File: src/rtl/uart_tx_sched.sv
// uart_tx_sched: round-robin arbitration of two byte requesters into a small
// FIFO, followed by an 8N1 serializer paced by the baud-rate tick.
module uart_tx_sched #(
  parameter int FIFO_DEPTH = 4,
  parameter int FIFO_AW    = 2
) (
  input  logic               clk_i,
  input  logic               rst_i,
  input  logic               txclk_en_i,
  input  logic               req0_valid_i,
  input  logic [7:0]         req0_data_i,
  output logic               req0_ready_o,
  input  logic               req1_valid_i,
  input  logic [7:0]         req1_data_i,
  output logic               req1_ready_o,
  output logic               tx_o,
  output logic               busy_o,
  output logic [FIFO_AW:0]   fifo_cnt_o,
  output logic               last_grant_o
);

  typedef enum logic [1:0] {IDLE, START, DATA, STOP} state_t;

  localparam logic [FIFO_AW:0]   DEPTH_CNT = (FIFO_AW + 1)'(FIFO_DEPTH);
  localparam logic [FIFO_AW:0]   CNT_ONE   = (FIFO_AW + 1)'(1);
  localparam logic [FIFO_AW-1:0] PTR_ONE   = (FIFO_AW)'(1);

  state_t               state, state_nxt;
  logic [7:0]           fifo_mem [FIFO_DEPTH];
  logic [FIFO_AW-1:0]   wr_ptr, rd_ptr;
  logic [FIFO_AW:0]     fifo_cnt;
  logic [7:0]           shift, shift_nxt;
  logic [2:0]           bit_cnt, bit_cnt_nxt;
  logic                 tx_q, tx_nxt;
  logic                 last_grant;
  logic                 full, has_data;
  logic                 ready0, ready1;
  logic                 push, pop;
  logic [7:0]           push_data;

  // Round-robin arbiter: fullness comes only from the registered count, so a
  // pop in the same cycle never opens a slot early.
  always_comb begin
    full      = (fifo_cnt == DEPTH_CNT);
    has_data  = (fifo_cnt != '0);
    ready0    = 1'b0;
    ready1    = 1'b0;
    if (!full) begin
      if (req0_valid_i && req1_valid_i) begin
        ready0 = last_grant;
        ready1 = !last_grant;
      end else begin
        ready0 = req0_valid_i;
        ready1 = req1_valid_i;
      end
    end
    push      = ready0 | ready1;
    push_data = ready1 ? req1_data_i : req0_data_i;
  end

  // FIFO storage; contents need no reset because the count gates every read.
  always_ff @(posedge clk_i) begin
    if (push) begin
      fifo_mem[wr_ptr] <= push_data;
    end
  end

  // FIFO pointers, occupancy and the grant history used for tie-breaking.
  always_ff @(posedge clk_i) begin
    if (rst_i) begin
      wr_ptr     <= '0;
      rd_ptr     <= '0;
      fifo_cnt   <= '0;
      last_grant <= 1'b1;
    end else begin
      if (push) begin
        wr_ptr     <= wr_ptr + PTR_ONE;
        last_grant <= ready1;
      end
      if (pop) begin
        rd_ptr <= rd_ptr + PTR_ONE;
      end
      case ({push, pop})
        2'b10:   fifo_cnt <= fifo_cnt + CNT_ONE;
        2'b01:   fifo_cnt <= fifo_cnt - CNT_ONE;
        default: fifo_cnt <= fifo_cnt;
      endcase
    end
  end

  // Serializer state register; the line output is registered so the tick has
  // no combinational path to the pin.
  always_ff @(posedge clk_i) begin
    if (rst_i) begin
      state   <= IDLE;
      tx_q    <= 1'b1;
      shift   <= '0;
      bit_cnt <= '0;
    end else begin
      state   <= state_nxt;
      tx_q    <= tx_nxt;
      shift   <= shift_nxt;
      bit_cnt <= bit_cnt_nxt;
    end
  end

  // Serializer next-state logic: every transition waits for a baud tick, and
  // STOP can chain straight into the next start bit when data is waiting.
  always_comb begin
    state_nxt   = state;
    tx_nxt      = tx_q;
    shift_nxt   = shift;
    bit_cnt_nxt = bit_cnt;
    pop         = 1'b0;
    case (state)
      IDLE: begin
        tx_nxt = 1'b1;
        if (txclk_en_i && has_data) begin
          pop       = 1'b1;
          shift_nxt = fifo_mem[rd_ptr];
          tx_nxt    = 1'b0;
          state_nxt = START;
        end
      end
      START: begin
        if (txclk_en_i) begin
          tx_nxt      = shift[0];
          shift_nxt   = {1'b0, shift[7:1]};
          bit_cnt_nxt = 3'd0;
          state_nxt   = DATA;
        end
      end
      DATA: begin
        if (txclk_en_i) begin
          if (bit_cnt != 3'd7) begin
            tx_nxt      = shift[0];
            shift_nxt   = {1'b0, shift[7:1]};
            bit_cnt_nxt = bit_cnt + 3'd1;
          end else begin
            tx_nxt    = 1'b1;
            state_nxt = STOP;
          end
        end
      end
      STOP: begin
        if (txclk_en_i) begin
          if (has_data) begin
            pop       = 1'b1;
            shift_nxt = fifo_mem[rd_ptr];
            tx_nxt    = 1'b0;
            state_nxt = START;
          end else begin
            tx_nxt    = 1'b1;
            state_nxt = IDLE;
          end
        end
      end
      default: begin
        tx_nxt    = 1'b1;
        state_nxt = IDLE;
      end
    endcase
  end

  assign req0_ready_o = ready0;
  assign req1_ready_o = ready1;
  assign tx_o         = tx_q;
  assign busy_o       = (state != IDLE);
  assign fifo_cnt_o   = fifo_cnt;
  assign last_grant_o = last_grant;

endmodule

File: config.mk
export PLATFORM = sky130hd
export DESIGN_NAME = uart_tx_sched
export DESIGN_NICKNAME = d
export VERILOG_FILES = /design/src/rtl/uart_tx_sched.sv
export SDC_FILE = /design/constraint.sdc
export NUM_CORES = 1
export LEC_CHECK = 0
export CORE_MARGIN = 3
export CORE_UTILIZATION = 60
export CTS_CLUSTER_DIAMETER = 200
export CTS_CLUSTER_SIZE = 12
export DETAILED_ROUTE_END_ITERATION = 10
export PLACE_DENSITY = 0.84
export SLEW_MARGIN = 40
export SYNTH_ARGS = -nofsm -noshare
export SYNTH_HDL_FRONTEND = slang
export SYNTH_SLANG_ARGS = --single-unit
export TNS_END_PERCENT = 5
File: constraint.sdc
create_clock -name clk_i -period 3.7 [get_ports clk_i]
set_input_delay 0.555 -clock clk_i [delete_from_list [all_inputs] [get_ports clk_i]]
set_output_delay 0.555 -clock clk_i [all_outputs]
set_load 0.03 [all_outputs]
==> results of run 1 <==
-- synthesized netlist by cell type (2+ instances only) --
cell type	n	area (sq um)
a211oi_1	8	60.1
a21oi_1	9	45.0
and2_1	4	25.0
buf_1	2	7.51
buf_4	2	15.0
clkbuf_1	2	7.51
dfxtp_1	24	480
edfxtp_1	32	961
ha_1	12	150
inv_1	13	48.8
mux2_2	7	78.8
mux2i_1	18	180
nand2_1	6	22.5
nand2b_1	3	18.8
nor2_1	21	78.8
nor2b_1	2	12.5
nor3_1	9	45.0
o21ai_0	5	25.0
o22ai_1	9	56.3
xnor2_1	3	26.3
xor2_1	2	17.5
-- per-layer routing --
layer  vias to the layer above  part of all wire
li1                        842                 -
met1                       836              0.43
met2                        36              0.53
met3                         4             0.037
met4                         0            0.0085
met5                         -                 0
-- layout make-up --
class	count	share of cell area
clock buffers	5	0.0229
clock inverters	3	0.00666
inverters	13	0.0162
multi-input cells	140	0.362
flip-flops and latches	56	0.480
well taps	50	0.0208
repair buffers	28	0.0915
-- sequential cells by signal, indices dropped and copies added, names as in the netlist, named ones only --
name,cells
last_grant_o,1
fifo_cnt_o,3
fifo_mem,32
bit_cnt,3
shift,8
state,2
rd_ptr,2
wr_ptr,2
tx_o,1
-- path summary, 6_finish.rpt --
| check | from | endpoint | slack, ns |
|---|---|---|---|
| hold / removal | bit_cnt[1] | bit_cnt[1] | 0.49 |
| setup / recovery | state[1] | fifo_cnt_o[2] | 0.96 |
| hold reg to reg | bit_cnt[1] | bit_cnt[1] | 0.49 |
| setup reg to reg | state[1] | fifo_cnt_o[2] | 0.96 |
-- power breakdown --
group          total, mW  internal (mW)  leakage, nW  switching (mW)
Clock              0.330          0.135       0.0489           0.195
Combinational      0.946          0.394        0.506           0.552
Sequential         0.933          0.836        0.495          0.0963
-- stage by stage --
step / std cells / hold WS, ns / worst slack (ns) / util / cell area, sq um
6_report: 295 / 0.488 / 0.960 / 0.731 / 3010
3_3_place_gp: 287 / 0.462 / 0.751 / 0.710 / 2920
4_1_cts: 295 / 0.484 / 0.935 / 0.731 / 3010
5_1_grt: 295 / 0.524 / 0.718 / 0.731 / 3010
2_1_floorplan: 216 / 0.453 / 1.24 / - / 2620
3_5_place_dp: 287 / 0.470 / 0.655 / 0.709 / 2920
-- cell families after synthesis --
| group | count (synthesis) |
|---|---|
| muxes | 26 |
| buffers and inverters | 20 |
| xor gates and xnor gates | 5 |
| adders and majority gates | 13 |
| AOI/OAI and AO/OA | 41 |
| DFF | 56 |
| and+or+nand+nor | 55 |
-- critical path, delay by kind of cell (launching register included) --
kind | cells | cell delay [ns]
fa+ha+maj | 3 | 1.09
simple gates | 2 | 0.68
flops | 1 | 0.44
buf+inv | 2 | 0.17
xor+xnor | 1 | 0.16
compound gates | 1 | 0.14
==> flow_summary.ini, run 1 <==
[synthesis]
ys_seq_area_frac = 0.551
synthCells = 216
syn_nets = 250
synth-simple-area-share = 0.114
synth_fa_ha_area_frac = 0.0651
ys.flop_type = edfxtp_1
async_flop_share = 0
yosysWarnings = 0
synth.avg_cell_area_sq_um = 12.1
ys_ff_latch = 56
synth-xor-area-share = 0.0167
synth_compound_area_frac = 0.118
ys_types = 44
synth_edf_count = 32
synth_top_family_by_area = compound AO/OA/AOI/OAI gates
syn_area_sq_um = 2620
muxShareOfSynthArea = 0.103

[floorplan]
core_area_sq_um = 4120
io-pin-count = 29
fp.dieArea_sq_um = 5190
core.rowCount = 23
die_h_um = 72.0
start_util = 0.635
die_w_um = 72.0

[grt]
grt_pass1_vias = 1697
met3_usage = 0.0457
grt_use_total = 0.200
grt-ovfl-total = 0
busiest_layer = met2
grt_pass1_wl_um = 8040
antenna_found_initial = 0
use_met2 = 0.359
grt_max_degree = 25
met1_usage = 0.247

[clock_network]
h-tree-depth = 2
hold_buffers = 0
clkSlewWorstSetupHoldPaths_ns = 0.10
postCtsSetupRepairBufs = 0
worstSkewPairLatency_ns = 0.30
clock-sinks = 56
cts_buffers = 5
cts-resized-gates = 0
clk_path_buf_depth = 2
cts_tree = yes
cts-root-buf = clkbuf_8

[critical_path]
slowest_stage = ha_1
crit_arrival_ns = 2.98
path_class = flip-flop to flip-flop
slowest_delay_ns = 0.46
crit_chain = inv_1 > ha_1 > nor3_1 > ha_1 > inv_1 > fa_1 > xor2_1 > or3_1 > a21oi_1
required_ns = 3.94
worstPathMaxFanout = 14
start_kind = flip-flop
ff2ff_path_depth = 9
cp-end-kind = flip-flop

[placement]
numPortBuffers = 28
gp_congestion = 0.851
dpl.hpwl_um = 3390

[timing]
setup_viol = 0
period_minus_slack_ns = 2.74
worst-slew-pin-transition_ns = 0.495
tns_ns = 0
fin_worst_skew_ns = 0.00485
max_freq_ghz = 0.365
drv_slew = 0
hold_viol_final = 0
timing.final.crit_share = 0.741
rsz0062_at_grt = false
slew_headroom = 0.670

[pwr]
ir_worst_vdd_mv = 0.367
p_per_area_nw_per_um2 = 734
total_power_mw = 2.21
p_leak_nw = 1.05

[final_layout]
diodes = 0
drive_gt1_frac = 0.114
n_fill_cell = 284
multiInputGateArea_sq_um = 1090
fin_nets = 278
layout_common_cells = 32 x edfxtp_1, 27 x clkdlybuf4s50_1, 23 x dfxtp_1
final_common_cell = edfxtp_1
regArea_sq_um = 1440
area_growth_pct = 15.0

[detailed_routing]
drt_first_pass_iters = 4
drtIter0Drc = 98
drc = 0
antenna_left = 0
wl_per_cell_um = 16.0
vias_per_cell = 5.82
totalWireLength_um = 4720
vias = 1718

[outcome]
outcome = complete, no violations

[run]
cap_violations = 0

[min_path]
hold_depth = 2
hp-class = flip-flop to flip-flop
Note: power is estimated with default switching activity, not from simulation.
==> run 2: changes to the inputs <==
Settings changed: CORE_UTILIZATION 60 to 56, PLACE_DENSITY 0.84 to 0.79.
Clock period 3.7 ns to 2.6 ns, I/O delays scaled along.
==> run 2 against run 1 <==
Clock skew increased by 0.0044 ns. Critical endpoint unchanged. Highest routed layer unchanged. Critical path depth stayed put. Total power rose by 49%. Sequential power grew 40%. Non-clock buffer count rose by 13. Hold slack worse by 0.0065 ns. Register-to-register slack lost 0.75 ns.
==> flow_summary.ini, run 2 (synthesized netlist as in run 1, its figures left out) <==
[detailed_routing]
totalWireLength_um = 4650
drtIter0Drc = 113
vias = 1728
drt_first_pass_iters = 4
vias_per_cell = 5.57
drc = 0
wl_per_cell_um = 15.0
antenna_left = 0

[floorplan]
start_util = 0.588
fp.dieArea_sq_um = 5530
io-pin-count = 29
core.rowCount = 24
die_w_um = 74.3
core_area_sq_um = 4440
die_h_um = 74.3

[final_layout]
drive_gt1_frac = 0.155
fin_nets = 291
n_fill_cell = 332
largest_reg_flops = 32
area_growth_pct = 19.5
final_core_util = 0.703
diodes = 0
final_common_cell = edfxtp_1
reg.largest.list = fifo_mem: 32 flops, shift: 8 flops
largest_register = fifo_mem
layout_common_cells = 32 x edfxtp_1, 27 x clkdlybuf4s50_1, 24 x dfxtp_1

[critical_path]
reg2reg_to = fifo_cnt_o[2]
path_class = flip-flop to flip-flop
cp.buffers_inverters = 2
crit_chain = inv_1 > ha_1 > nor3_1 > ha_1 > inv_1 > fa_1 > xor2_1 > or3_1 > a21oi_1
r2r_slack_ns = 0.21
required_ns = 2.84
slowest_delay_ns = 0.39
slowest_stage = dfxtp_1
ff2ff_path_depth = 9
crit_arrival_ns = 2.64
cp-end-kind = flip-flop
worstPathMaxFanout = 5
start_kind = flip-flop
cp_top_family = adder cells
r2r_start = state[0]

[timing]
max_freq_ghz = 0.418
hold_viol_final = 0
timing.final.crit_share = 0.921
hold-worst-slack_ns = 0.481
drv_slew = 0
slew_headroom = 0.607
period_minus_slack_ns = 2.39
rsz0062_at_grt = false
tns_ns = 0
layout_setup_ws_ns = 0.206
worst-slew-pin-transition_ns = 0.589
fin_worst_skew_ns = 0.00929
setup_viol = 0

[placement]
dpl.hpwl_um = 3410
gp_congestion = 0.829
dpl_worst_slack_ns = 0.0314
numPortBuffers = 28

[clock_network]
postCtsSetupRepairBufs = 0
cts_buffers = 5
clkSlewWorstSetupHoldPaths_ns = 0.10
cts_tree = yes
clk_path_buf_depth = 2
cts-root-buf = clkbuf_8
clock-sinks = 56
cts-resized-gates = 0
h-tree-depth = 2
worstSkewPairLatency_ns = 0.31
hold_buffers = 0

[run]
cap_violations = 0

[grt]
grt-ovfl-total = 0
grt_pass1_vias = 1681
met1_usage = 0.225
use_met2 = 0.316
busiest_layer = met2
grt_max_degree = 22
antenna_found_initial = 0
met3_usage = 0.0486
grt_pass1_wl_um = 7690
grt_use_total = 0.185

[min_path]
hp-class = input port to flip-flop
hold_depth = 2
hp-start = rst_i
hold-path-endpoint = rd_ptr[0]

[pwr]
p_leak_nw = 1.12
ir_worst_vdd_mv = 0.585
p_per_area_nw_per_um2 = 1060
total_power_mw = 3.30

[outcome]
outcome = complete, no violations
-- run 2: how the worst max path moves through the flow --
stage	from	endpoint	slack, ns	cells past startpoint
final	state[0]	fifo_cnt_o[2]	0.21	9
after global routing	state[1]	fifo_cnt_o[2]	0.03	9
after CTS	state[0]	fifo_cnt_o[2]	0.18	9
after detailed placement	txclk_en_i	fifo_cnt_o[2]	0.03	9
after global placement	txclk_en_i	fifo_cnt_o[2]	0.07	9
after floorplan	fifo_cnt_o[2]	fifo_cnt_o[2]	0.14	9
-- run 2: final cells by class --
cell class | count | area, sq um | area share
inverters | 13 | 48.8 | 0.0156
flip-flops and latches | 56 | 1440 | 0.461
multi-input cells | 140 | 1090 | 0.349
clock inverters | 1 | 8.76 | 0.00280
well taps | 52 | 65.1 | 0.0208
repair buffers | 41 | 373 | 0.119
clock buffers | 7 | 98.8 | 0.0316
-- run 2: through the flow --
| step | cells | area [sq um] |
|---|---|---|
| after floorplan | 216 | 2620 |
| after global placement | 302 | 3020 |
| after detailed placement | 302 | 3020 |
| after CTS | 310 | 3130 |
| after global routing | 310 | 3130 |
| final | 310 | 3130 |
-- run 2: routing by layer --
layer,part of all wire,wire length [um]
met5,0,0
met4,0.017,78
met3,0.028,129
met2,0.51,2350
met1,0.45,2090
-- run 2: power breakdown --
| group | switching, mW | leakage, nW | internal [mW] |
|---|---|---|---|
| registers | 0.120 | 0.494 | 1.19 |
| logic | 0.815 | 0.571 | 0.633 |
| clock network | 0.284 | 0.0570 | 0.257 |
| total | 1.22 | 1.12 | 2.08 |
